File: config.mk
export PLATFORM = sky130hd
export DESIGN_NAME = kinase_pad_sequencer
export DESIGN_NICKNAME = d
export VERILOG_FILES = /design/src/rtl/kinase_pad_sequencer.sv
export SDC_FILE = /design/constraint.sdc
export NUM_CORES = 1
export LEC_CHECK = 0
export ABC_AREA = 1
export CAP_MARGIN = 10
export CORE_MARGIN = 2
export CORE_UTILIZATION = 28
export CTS_CLUSTER_DIAMETER = 200
export DETAILED_ROUTE_END_ITERATION = 8
export SLEW_MARGIN = 20
export SYNTH_ARGS = -nofsm -noshare
export SYNTH_HDL_FRONTEND = slang
export SYNTH_SLANG_ARGS = --single-unit
File: constraint.sdc
create_clock -name clk -period 3.3 [get_ports clk]
set_input_delay 0.66 -clock clk [delete_from_list [all_inputs] [get_ports clk]]
set_output_delay 0.66 -clock clk [all_outputs]
set_load 0.05 [all_outputs]
File: src/rtl/kinase_pad_sequencer.sv
// Purpose: steps a small program RAM and drives control, pump and flush pads of a kinase assay chip.
// Latency: start accepted at edge T -> busy/LOAD at T+1, first SETTLE at T+2; all outputs are registered.
// Backpressure: none; start is honoured only in IDLE and program writes are dropped while busy.
//
// Ports: clk/rst (sync, active-high); start/busy/done host handshake; cur_step = executing step index;
//        prog_we/prog_addr/prog_data program RAM write port; pad_ctrl_a, pad_pump, pad_flush_ctrl pad drives;
//        abort (only when KINASE_SEQ_ABORT_EN is defined) cuts the run short via an all-valves flush.
// Step word, MSB first: last | bank_en[PUMP_BANKS] | pump_cycles[8] | dwell[HOLD_W] | ctrl_mask[CTRL_W].
module kinase_pad_sequencer #(
    parameter int CTRL_W      = 13,
    parameter int PUMP_PHASES = 3,
    parameter int PUMP_BANKS  = 2,
    parameter int HOLD_W      = 16,
    parameter int STEP_DEPTH  = 8,
    parameter int PHASE_TICKS = 4,
    parameter int FLUSH_TICKS = 2,
    localparam int AW = $clog2(STEP_DEPTH),
    localparam int PW = 1 + PUMP_BANKS + 8 + HOLD_W + CTRL_W
) (
    input  logic                             clk,
    input  logic                             rst,
    input  logic                             start,
    output logic                             busy,
    output logic                             done,
    output logic [AW-1:0]                    cur_step,
    input  logic                             prog_we,
    input  logic [AW-1:0]                    prog_addr,
    input  logic [PW-1:0]                    prog_data,
    output logic [CTRL_W-1:0]                pad_ctrl_a,
    output logic [PUMP_BANKS*PUMP_PHASES-1:0] pad_pump,
    output logic [CTRL_W-1:0]                pad_flush_ctrl
`ifdef KINASE_SEQ_ABORT_EN
    ,
    input  logic                             abort
`endif
);

    localparam int TW    = $clog2(PHASE_TICKS + 1);
    localparam int PHW   = $clog2(PUMP_PHASES);
    localparam int FW    = $clog2(FLUSH_TICKS + 1);
    localparam int CNT_W = (HOLD_W > FW) ? HOLD_W : FW;

    localparam logic [CNT_W-1:0] FLUSH_LAST = CNT_W'(FLUSH_TICKS - 1);
    localparam logic [TW-1:0]    TICK_LAST  = TW'(PHASE_TICKS - 1);
    localparam logic [PHW-1:0]   PHASE_LAST = PHW'(PUMP_PHASES - 1);
    localparam logic [AW-1:0]    PTR_LAST   = AW'(STEP_DEPTH - 1);

    typedef struct packed {
        logic                  last;
        logic [PUMP_BANKS-1:0] bank_en;
        logic [7:0]            pump_cycles;
        logic [HOLD_W-1:0]     dwell;
        logic [CTRL_W-1:0]     ctrl_mask;
    } step_t;

    typedef enum logic [2:0] {
        S_IDLE, S_LOAD, S_SETTLE, S_PUMP, S_FLUSH, S_DONE
    } state_t;

    step_t ram [STEP_DEPTH];

    state_t            state_q, state_d;
    step_t             step_q, step_d;
    logic [AW-1:0]     ptr_q, ptr_d;
    logic [CNT_W-1:0]  cnt_q, cnt_d;     // remaining cycles of SETTLE or FLUSH, minus one
    logic [TW-1:0]     tick_q, tick_d;   // clocks spent in the current pump phase
    logic [PHW-1:0]    phase_q, phase_d;
    logic [7:0]        cyc_q, cyc_d;     // pump rotations still to run after the current one
    logic              end_run;
    logic              flush_all;
    logic              busy_d, done_d;
    logic [CTRL_W-1:0] ctrl_d, flush_d;
    logic [PUMP_BANKS*PUMP_PHASES-1:0] pump_d;
`ifdef KINASE_SEQ_ABORT_EN
    logic              abort_q, abort_d;
`endif

    // Program RAM: synchronous write, never cleared; writes are dropped during a run.
    always_ff @(posedge clk) begin
        if (prog_we && !busy) begin
            ram[prog_addr] <= step_t'(prog_data);
        end
    end

    always_comb begin
        state_d = state_q;
        ptr_d   = ptr_q;
        cnt_d   = cnt_q;
        tick_d  = tick_q;
        phase_d = phase_q;
        cyc_d   = cyc_q;
        // The RAM word is captured on the edge that leaves LOAD; outputs for the
        // first SETTLE cycle must already see it, hence the bypass.
        step_d  = (state_q == S_LOAD) ? ram[ptr_q] : step_q;
        end_run = step_q.last || (ptr_q == PTR_LAST);
`ifdef KINASE_SEQ_ABORT_EN
        abort_d = abort_q;
        end_run = end_run || abort_q;
`endif
        case (state_q)
            S_IDLE: begin
                if (start) begin
                    state_d = S_LOAD;
                    ptr_d   = '0;
                end
            end
            S_LOAD: begin
                state_d = S_SETTLE;
                cnt_d   = (step_d.dwell == '0) ? '0 : CNT_W'(step_d.dwell - 1'b1);
            end
            S_SETTLE: begin
                if (cnt_q != '0) begin
                    cnt_d = cnt_q - 1'b1;
                end else if (step_q.pump_cycles != '0) begin
                    state_d = S_PUMP;
                    tick_d  = '0;
                    phase_d = '0;
                    cyc_d   = step_q.pump_cycles - 8'd1;
                end else begin
                    state_d = S_FLUSH;
                    cnt_d   = FLUSH_LAST;
                end
            end
            S_PUMP: begin
                // Nested tick/phase/rotation counters cover the full
                // pump_cycles*PUMP_PHASES*PHASE_TICKS span without a wide product.
                if (tick_q != TICK_LAST) begin
                    tick_d = tick_q + 1'b1;
                end else begin
                    tick_d = '0;
                    if (phase_q != PHASE_LAST) begin
                        phase_d = phase_q + 1'b1;
                    end else begin
                        phase_d = '0;
                        if (cyc_q != '0) begin
                            cyc_d = cyc_q - 8'd1;
                        end else begin
                            state_d = S_FLUSH;
                            cnt_d   = FLUSH_LAST;
                        end
                    end
                end
            end
            S_FLUSH: begin
                if (cnt_q != '0) begin
                    cnt_d = cnt_q - 1'b1;
                end else if (end_run) begin
                    state_d = S_DONE;
                end else begin
                    ptr_d   = ptr_q + 1'b1;
                    state_d = S_LOAD;
                end
            end
            S_DONE:  state_d = S_IDLE;
            default: state_d = S_IDLE;
        endcase
`ifdef KINASE_SEQ_ABORT_EN
        // Abort re-arms nothing once an abort flush is under way, so a held
        // abort still lets the run reach DONE. DONE is already terminal.
        if (abort && !abort_q && (state_q != S_IDLE) && (state_q != S_DONE)) begin
            state_d = S_FLUSH;
            cnt_d   = FLUSH_LAST;
            abort_d = 1'b1;
        end
        if (state_d == S_DONE || state_d == S_IDLE) begin
            abort_d = 1'b0;
        end
        flush_all = abort_d;
`else
        flush_all = 1'b0;
`endif
        // Output values for the state being entered; registered below.
        busy_d  = (state_d == S_LOAD) || (state_d == S_SETTLE) ||
                  (state_d == S_PUMP) || (state_d == S_FLUSH);
        done_d  = (state_d == S_DONE);
        ctrl_d  = (state_d == S_SETTLE || state_d == S_PUMP || state_d == S_FLUSH) ?
                  step_d.ctrl_mask : '0;
        flush_d = (state_d != S_FLUSH) ? '0 : (flush_all ? '1 : step_d.ctrl_mask);
        pump_d  = '1;
        if (state_d == S_PUMP) begin
            for (int b = 0; b < PUMP_BANKS; b++) begin
                for (int k = 0; k < PUMP_PHASES; k++) begin
                    if (step_d.bank_en[b] && (phase_d == PHW'(k))) begin
                        pump_d[b*PUMP_PHASES + k] = 1'b0;
                    end
                end
            end
        end
    end

    always_ff @(posedge clk) begin
        if (rst) begin
            state_q        <= S_IDLE;
            step_q         <= '0;
            ptr_q          <= '0;
            cnt_q          <= '0;
            tick_q         <= '0;
            phase_q        <= '0;
            cyc_q          <= '0;
            busy           <= 1'b0;
            done           <= 1'b0;
            pad_ctrl_a     <= '0;
            pad_flush_ctrl <= '0;
            pad_pump       <= '1;
`ifdef KINASE_SEQ_ABORT_EN
            abort_q        <= 1'b0;
`endif
        end else begin
            state_q        <= state_d;
            step_q         <= step_d;
            ptr_q          <= ptr_d;
            cnt_q          <= cnt_d;
            tick_q         <= tick_d;
            phase_q        <= phase_d;
            cyc_q          <= cyc_d;
            busy           <= busy_d;
            done           <= done_d;
            pad_ctrl_a     <= ctrl_d;
            pad_flush_ctrl <= flush_d;
            pad_pump       <= pump_d;
`ifdef KINASE_SEQ_ABORT_EN
            abort_q        <= abort_d;
`endif
        end
    end

    assign cur_step = ptr_q;

endmodule

==> results.txt, run 1 <==
The count of endpoints failing hold in the final timing report came out at 0. The top fanout value on the critical path came out at 40. STA classifies the critical path startpoint as a flip-flop. The number of global-route vias before repair is 11800. Detailed routing inserted a total of 12000 vias. The share of total power dissipated in the clock network is 0.374.

The final max-slew violation count is 0. The highest clock rate is 368 MHz. After synthesis, the mean cell area works out to 10.6 um^2. The post-synth design cell area is 17600 um^2. The switching power is 3.40 mW. The core region area is 61800 um^2. The leakage power is 7.62 nW. The cell count after synthesis came out at 1662. The total congestion overflow is 0. The violation count after the first detailed-route iteration is 1036. The pin count of the biggest net entering global routing is 104. The total routing usage reported by global routing came out at 0.131. For this run, the leading register cell type out of synthesis is sky130_fd_sc_hd__edfxtp_1. The total die area is 64800 um^2.

The wire length per cell after detailed routing is 16.3 um. By area the synthesized netlist is led by sky130_fd_sc_hd__edfxtp_1 (55%), sky130_fd_sc_hd__dfxtp_1 (13%), sky130_fd_sc_hd__nand2_1 (6.2%), sky130_fd_sc_hd__nor2_1 (5.5%), sky130_fd_sc_hd__o21ai_0 (4.6%). In this run, post-CTS hold repair placed 0 buffers. The routed design has 42.5 mm of wire. The number of levels the H-tree was split into came out at 2. Setup repair after global routing left no endpoint under its margin. The layout filler cell count is 6082. By count the netlist is led by sky130_fd_sc_hd__edfxtp_1 (320), sky130_fd_sc_hd__nand2_1 (291), sky130_fd_sc_hd__nor2_1 (257), sky130_fd_sc_hd__o21ai_0 (163), sky130_fd_sc_hd__inv_1 (128).

The number of gates resized after CTS came out at 0. The largest vdd supply drop came out at 0.409 mV. The residual DRC count is 0. The critical path required time came out at 3.81 ns.

The via count normalized by instance count came out at 4.61. The maximum count of clock buffers along a single path came out at 3. The initial antenna violation count came to 3. In the final layout, the share of cells above drive strength 1 is 0.0756. The post-synthesis to final-layout area growth is 18.1%. sky130_fd_sc_hd__edfxtp_1 takes more of the synthesized area than any other cell.

The power per unit of standard cell area is 613 nW/um^2. The number of placed I/O pins is 84. The combinational fraction of design power came out at 0.143. The period utilization came out at 0.824. From bottom edge to top edge, the die measures 255 um.

The portion of synthesized cell area occupied by the leading cell type is 0.547. The slew at the pin with the worst max-slew slack is 0.800 ns. The register share of total power came out at 0.483. In this run the most critical hold path is launched from step_q[18]. STA puts the critical path data arrival time at 3.22 ns.

TritonCTS built the clock tree. The post-route minimum period came out at 2.72 ns. The buffer cell driving the clock tree root is sky130_fd_sc_hd__clkbuf_16. The half-perimeter wire length after placement is 26.4 mm. The global placement routability congestion came out at 0.800. The switching part of the total power came out at 0.267. The latest clock arrival within the worst-skew pair is 0.57 ns.

The proportion of register bits with asynchronous set or reset after synthesis came out at 0. The category of the worst setup path capture point is a flip-flop. The critical path start-end classification is flip-flop to flip-flop. Summed over all failing endpoints, the final setup total negative slack is 0 ns. The floorplan has 91 rows. The flip-flop and latch count after synthesis came out at 432. The synthesized netlist contains 45 unique library cells. The final setup violation count came out at 0. The count of antenna-violating nets left after detailed routing is 0. The most common cell in the netlist is sky130_fd_sc_hd__edfxtp_1. The clock-pin slew reported for the worst setup and hold paths after clock tree synthesis is 0.07 ns. Measured along the x axis, the die boundary spans 255 um. The worst slew margin relative to its limit is 0.467. The power after layout came out at 12.7 mW. Hold is met by 0.473 ns. The initial utilization of the core area, before any placement, comes to 0.284.

The clock skew after layout is 0.0149 ns. For this run, the register share of the synthesized area comes to 0.674. The first-pass iteration count of the detailed router is 7. The clock buffer count from CTS is 43. The number of I/O port buffers came out at 83. The final layout contains 1794 nets.

Cell internal power was estimated by the tool at 9.33 mW. The net count after synthesis came out at 1716. Setup slack on the critical path of the routed design comes to 0.582 ns.

The post-placement setup slack is 0.560 ns. The flow ran to the end, and the final reports show no timing, DRC or antenna violations. The total number of clock tree sinks is 432. The number of synthesized flops with an enable pin came out at 320. The number of max-cap violations is 0. The count of synthesis-stage warnings from yosys is 0. The global-route wire length before repair is 66.1 mm. In this run the worst hold path is classified as flip-flop to flip-flop. The buffers inserted during post-CTS setup optimization came out at 0.
==> layout make-up <==
class | count | area (um^2) | share of cell area
sequential | 432 | 11900 | 0.571
multi-input combinational | 1011 | 4850 | 0.234
clock buffer | 58 | 1160 | 0.0561
timing repair buffer | 116 | 1120 | 0.0541
tap | 837 | 1050 | 0.0505
inverter | 136 | 513 | 0.0247
clock inverter | 19 | 189 | 0.00910
antenna | 2 | 5.00 | 0.000241
==> power groups by stage <==
stage	Clock (mW)	Sequential, mW	Combinational (mW)
6_report	4.77	6.14	1.82
5_1_grt	5.08	6.16	2.06
4_1_cts	4.90	6.14	1.83
3_5_place_dp	0	6.26	1.82
3_3_place_gp	0	6.25	1.79
2_1_floorplan	0	6.28	1.29
==> critical path, cell delays in order, from the launching register on <==
cell and delay, ns:
sky130_fd_sc_hd__dfxtp_4 0.36, sky130_fd_sc_hd__inv_4 0.32, sky130_fd_sc_hd__buf_4 0.34, sky130_fd_sc_hd__nand2_1 0.08, sky130_fd_sc_hd__nand2_1 0.07, sky130_fd_sc_hd__nand2_1 0.06, sky130_fd_sc_hd__nand3_1 0.12, sky130_fd_sc_hd__nand3_1 0.11
sky130_fd_sc_hd__nand2_1 0.18, sky130_fd_sc_hd__nor2_1 0.10, sky130_fd_sc_hd__nand2_1 0.11, sky130_fd_sc_hd__nor2_2 0.07, sky130_fd_sc_hd__a21oi_4 0.35, sky130_fd_sc_hd__nand3_1 0.20, sky130_fd_sc_hd__a21oi_1 0.17
==> layer usage <==
metal / global-route usage / vias to the layer above / wire (um)
li1: - / 5841 / -
met1: 0.172 / 5806 / 18800
met2: 0.218 / 310 / 20300
met3: 0.0214 / 67 / 2380
met4: 0.0482 / 4 / 992
met5: 0 / - / 27
==> path summary, 6_finish.rpt <==
check / slack [ns] / to / cells after the start
max: 0.58 / cnt_q[15] / 14
min: 0.47 / step_q[18] / 2
max reg2reg: 0.58 / cnt_q[15] / 14
min reg2reg: 0.47 / step_q[18] / 2
==> layout by cell type (no fill, tap or decap), types with 3 or more instances in the layout <==
master                            netlist  final
sky130_fd_sc_hd__a21oi_1               49     49
sky130_fd_sc_hd__buf_12                 0      4
sky130_fd_sc_hd__buf_4                  5     29
sky130_fd_sc_hd__bufinv_16              0      3
sky130_fd_sc_hd__clkbuf_1              42     12
sky130_fd_sc_hd__clkbuf_16              0     44
sky130_fd_sc_hd__clkdlybuf4s50_1        0     82
sky130_fd_sc_hd__clkinv_1               1      6
sky130_fd_sc_hd__clkinv_2               0      6
sky130_fd_sc_hd__dfxtp_1              112    110
sky130_fd_sc_hd__edfxtp_1             320    320
sky130_fd_sc_hd__ha_1                   7      7
sky130_fd_sc_hd__inv_1                128    128
sky130_fd_sc_hd__inv_2                  6      6
sky130_fd_sc_hd__nand2_1              291    291
sky130_fd_sc_hd__nand2_2                3      3
sky130_fd_sc_hd__nand3_1              109    109
sky130_fd_sc_hd__nand4_1                4      4
sky130_fd_sc_hd__nor2_1               257    249
sky130_fd_sc_hd__nor2_2                 7      7
sky130_fd_sc_hd__nor2_4                 2     10
sky130_fd_sc_hd__nor3_1                 6      6
sky130_fd_sc_hd__nor3_2                 3      3
sky130_fd_sc_hd__o211ai_1               7      7
sky130_fd_sc_hd__o21ai_0              163    163
sky130_fd_sc_hd__o21ai_1               16     16
sky130_fd_sc_hd__o221ai_1              32     32
sky130_fd_sc_hd__o22ai_1               16     16
sky130_fd_sc_hd__xnor2_1                6      6
sky130_fd_sc_hd__xor2_1                12     12
==> logic make-up (layout without fill, tap and decap cells) <==
logic type | after synthesis | after routing | synth area share
AND/OR/NAND/NOR | 692 | 692 | 0.164
flip-flops | 432 | 432 | 0.674
AO/OA/AOI/OAI | 294 | 294 | 0.0952
buffers and inverters | 219 | 329 | 0.0528
XOR/XNOR | 18 | 18 | 0.00897
adder cells (fa/ha/maj) | 7 | 7 | 0.00498
other | 0 | 2 | 0
==> registers in the layout, indices dropped and copies added, names as in the netlist, named ones only <==
name / count
busy: 1
done: 1
phase_q: 2
step_q: 40
state_q: 3
pad_pump: 6
tick_q: 3
cur_step: 3
pad_flush_ctrl: 13
ram: 320
pad_ctrl_a: 13
cyc_q: 8
cnt_q: 16
==> per-stage QoR <==
stage	instance area (um^2)	utilization	std cells
after floorplan	17600	-	1662
after global placement	19400	0.314	2532
after detailed placement	19400	0.314	2532
after CTS	20700	0.336	2609
after global routing	20700	0.336	2610
final	20800	0.336	2611
Note: power is estimated with default switching activity, not from simulation.
==> run 2, diff against run 1 <==
==> constraint.sdc (replaced) <==
create_clock -name clk -period 2.6 [get_ports clk]
set_input_delay 0.52 -clock clk [delete_from_list [all_inputs] [get_ports clk]]
set_output_delay 0.52 -clock clk [all_outputs]
set_load 0.05 [all_outputs]
==> results.txt, run 2 (synthesis results as in run 1) <==
The number of rows in the core area came out at 91. The sum of routed wire length over all layers is 43.0 mm. The count of endpoints failing hold in the final timing report is 0.

The ratio of cells with drive above 1 in the final layout came out at 0.0896. The largest registers in the layout are ram (320), step_q (40), cnt_q (16). The worst setup path is launched from a flip-flop. The net count of the finished layout is 1817.

At the worst endpoint, the required time is 3.02 ns. The internal portion of total power is 12.3 mW. TritonCTS built the clock tree. The highest clock rate is 414 MHz.

The number of global-route vias before repair is 11500. Ranked by flip-flop count, first place goes to ram. At the worst endpoint, the arrival time is 2.84 ns. The global-route wire length before repair is 66.4 mm. The pin count of the biggest net entering global routing is 73. The run finished with clean final reports. For this run, the detailed router's first-pass iteration total came to 9.

The die covers 64800 um^2. Once layout is complete, the cells apart from fillers number 2635. The clock-pin slew reported for the worst setup and hold paths after clock tree synthesis is 0.05 ns. The worst slew margin relative to its limit is 0.507.

The number of placed instances, taps included, is 2553. For this configuration, the core starts out at a cell density of 0.284. The highest-delay cell along the critical path is sky130_fd_sc_hd__dfxtp_4. Across the run, the number of max-cap violations was 0. The via count normalized by instance count is 4.61. The count of antenna-violating nets left after detailed routing came out at 0. The category of the worst setup path capture point is a flip-flop. The clock buffer count from CTS is 44. The register with the most flip-flops in the layout has 320 of them. The maximum count of clock buffers along a single path came out at 3. The post-route core utilization came out at 0.342. The total routing usage reported by global routing came out at 0.131.

After layout, the minimum clock period comes to 2.41 ns. The total number of clock tree sinks came out at 432. The number of levels the H-tree was split into came out at 2. The switching part of the total power came out at 0.261. For this design the ratio of total power to cell area is 784 nW/um^2.

The die is 255 um wide. The switching power is 4.33 mW. The half-perimeter wire length after placement came out at 27.0 mm.

The highest cell delay on the worst timing path came out at 0.39 ns. The latest clock arrival within the worst-skew pair is 0.56 ns. The total number of vias came out at 12100. Setup repair after global routing could not meet its margin everywhere. The final setup violation count is 0.

In the routed design, unresolved DRC markers number 0. The share of total power dissipated in the clock network is 0.384. The top fanout value on the critical path came out at 60. The first routing iteration left 966 violations. The wire length per cell after detailed routing is 16.3 um. The design draws 16.6 mW. The combinational fraction of design power is 0.145. The tightest min-delay check is of the primary input to flip-flop type. The commonest non-fill, non-tap cell in the layout is sky130_fd_sc_hd__edfxtp_1.

The critical path start-end classification is flip-flop to flip-flop. The number of placed I/O pins is 84. The number of buffers and inverters on the critical path came out at 3.

The largest vdd supply drop is 0.500 mV. The number of I/O port buffers came out at 83. The initial antenna violation count came out at 6. The die span in y came out at 255 um. Between clock sinks in the finished design, the worst skew comes to 0.0263 ns. The startpoint identified for the worst hold timing path is rst. The final max-slew violation count is 0. The signal on the critical path passes through buf_12 -> buf_4 -> nand2_1 -> nand3_1 -> nand3_1 -> nand3_1 -> nand2_1 -> nor2_1 -> nand2_1 -> nor2_2 -> a21oi_4 -> buf_12 -> nand3_1 -> a21oi_1. The slew at the pin with the worst max-slew slack is 0.740 ns. The period utilization came out at 0.928. The cell that appears most often on the critical path is sky130_fd_sc_hd__nand3_1. The total congestion overflow is 0. Clock tree synthesis selected as its root buffer the cell sky130_fd_sc_hd__clkbuf_16. On the critical path the largest part of the delay comes from simple AND/OR/NAND/NOR gates.

The core region area is 61800 um^2. The register share of total power came out at 0.470. The global placement routability congestion is 0.821. From synthesis to final layout, the design area changed by 20.4%. Leaving out fill and tap cells, the most frequent cells in the layout are sky130_fd_sc_hd__edfxtp_1 (320), sky130_fd_sc_hd__nand2_1 (291), sky130_fd_sc_hd__nor2_1 (249). The leakage power is 7.82 nW.
-- run 2: worst register-to-register path, cell delays in order, from the launching register on --
cell	delay [ns]
sky130_fd_sc_hd__dfxtp_4	0.39
sky130_fd_sc_hd__buf_12	0.26
sky130_fd_sc_hd__buf_4	0.23
sky130_fd_sc_hd__nand2_1	0.06
sky130_fd_sc_hd__nand3_1	0.11
sky130_fd_sc_hd__nand3_1	0.08
sky130_fd_sc_hd__nand3_1	0.09
sky130_fd_sc_hd__nand2_1	0.11
sky130_fd_sc_hd__nor2_1	0.20
sky130_fd_sc_hd__nand2_1	0.11
sky130_fd_sc_hd__nor2_2	0.22
sky130_fd_sc_hd__a21oi_4	0.10
sky130_fd_sc_hd__buf_12	0.15
sky130_fd_sc_hd__nand3_1	0.12
sky130_fd_sc_hd__a21oi_1	0.08
-- run 2: power groups by stage --
stage | registers [mW] | clock network [mW] | logic [mW]
2_1_floorplan | 7.97 | 0 | 1.64
3_3_place_gp | 7.94 | 0 | 2.34
3_5_place_dp | 7.95 | 0 | 2.38
4_1_cts | 7.80 | 6.51 | 2.39
5_1_grt | 7.83 | 6.76 | 2.70
6_report | 7.80 | 6.37 | 2.41
-- run 2: area by class of cell --
cell class	instances	area, um^2
fillers	6050	40700
flip-flops and latches	432	11900
multi-input cells	1011	4860
repair buffers	138	1420
clock buffers	55	1200
well taps	837	1050
inverters	136	518
clock inverters	24	262
diodes	2	5.00
-- run 2: layer usage --
layer,routed length (um),GRT usage,vias to the layer above
met4,1020,0.0403,8
met2,20300,0.215,297
met1,19100,0.175,5885
li1,-,-,5885
met5,46,0,-
met3,2510,0.0230,73
-- run 2: metrics by stage --
step	setup TNS (ns)	area, um^2	setup WS, ns	hold WS (ns)
after floorplan	-93.27	17600	-0.291	0.441
after global placement	0	19700	0.178	0.457
after detailed placement	0	19700	0.192	0.468
after CTS	0	21100	0.165	0.178
after global routing	-0.00604	21200	-0.00604	0.222
final	0	21200	0.186	0.208
-- run 2: final timing paths --
kind	endpoint	slack [ns]	depth (start not counted)
worst min register to register	step_q[18]	0.48	2
worst max-delay path	cnt_q[13]	0.19	14
worst min-delay path	busy	0.21	2
worst max register to register	cnt_q[13]	0.19	14
-- run 2: what timing repair did --
| action | CTS | global route |
|---|---|---|
| setup buffers | 0 | 1 |
| gates resized for setup | 0 | 5 |
| setup endpoints to repair | 0 | 13 |
| hold buffers | 0 | 0 |
==> run 3, diff against run 2 <==
--- a/config.mk
+++ b/config.mk
@@ -9,7 +9,7 @@
 export CAP_MARGIN = 10
 export CORE_MARGIN = 2
 export CORE_UTILIZATION = 28
-export CTS_CLUSTER_DIAMETER = 200
+export CTS_CLUSTER_DIAMETER = 80
 export DETAILED_ROUTE_END_ITERATION = 8
 export SLEW_MARGIN = 20
 export SYNTH_ARGS = -nofsm -noshare
==> results of run 3 <==
No change in the layout: final DEF, timing and power equal those of run 2.
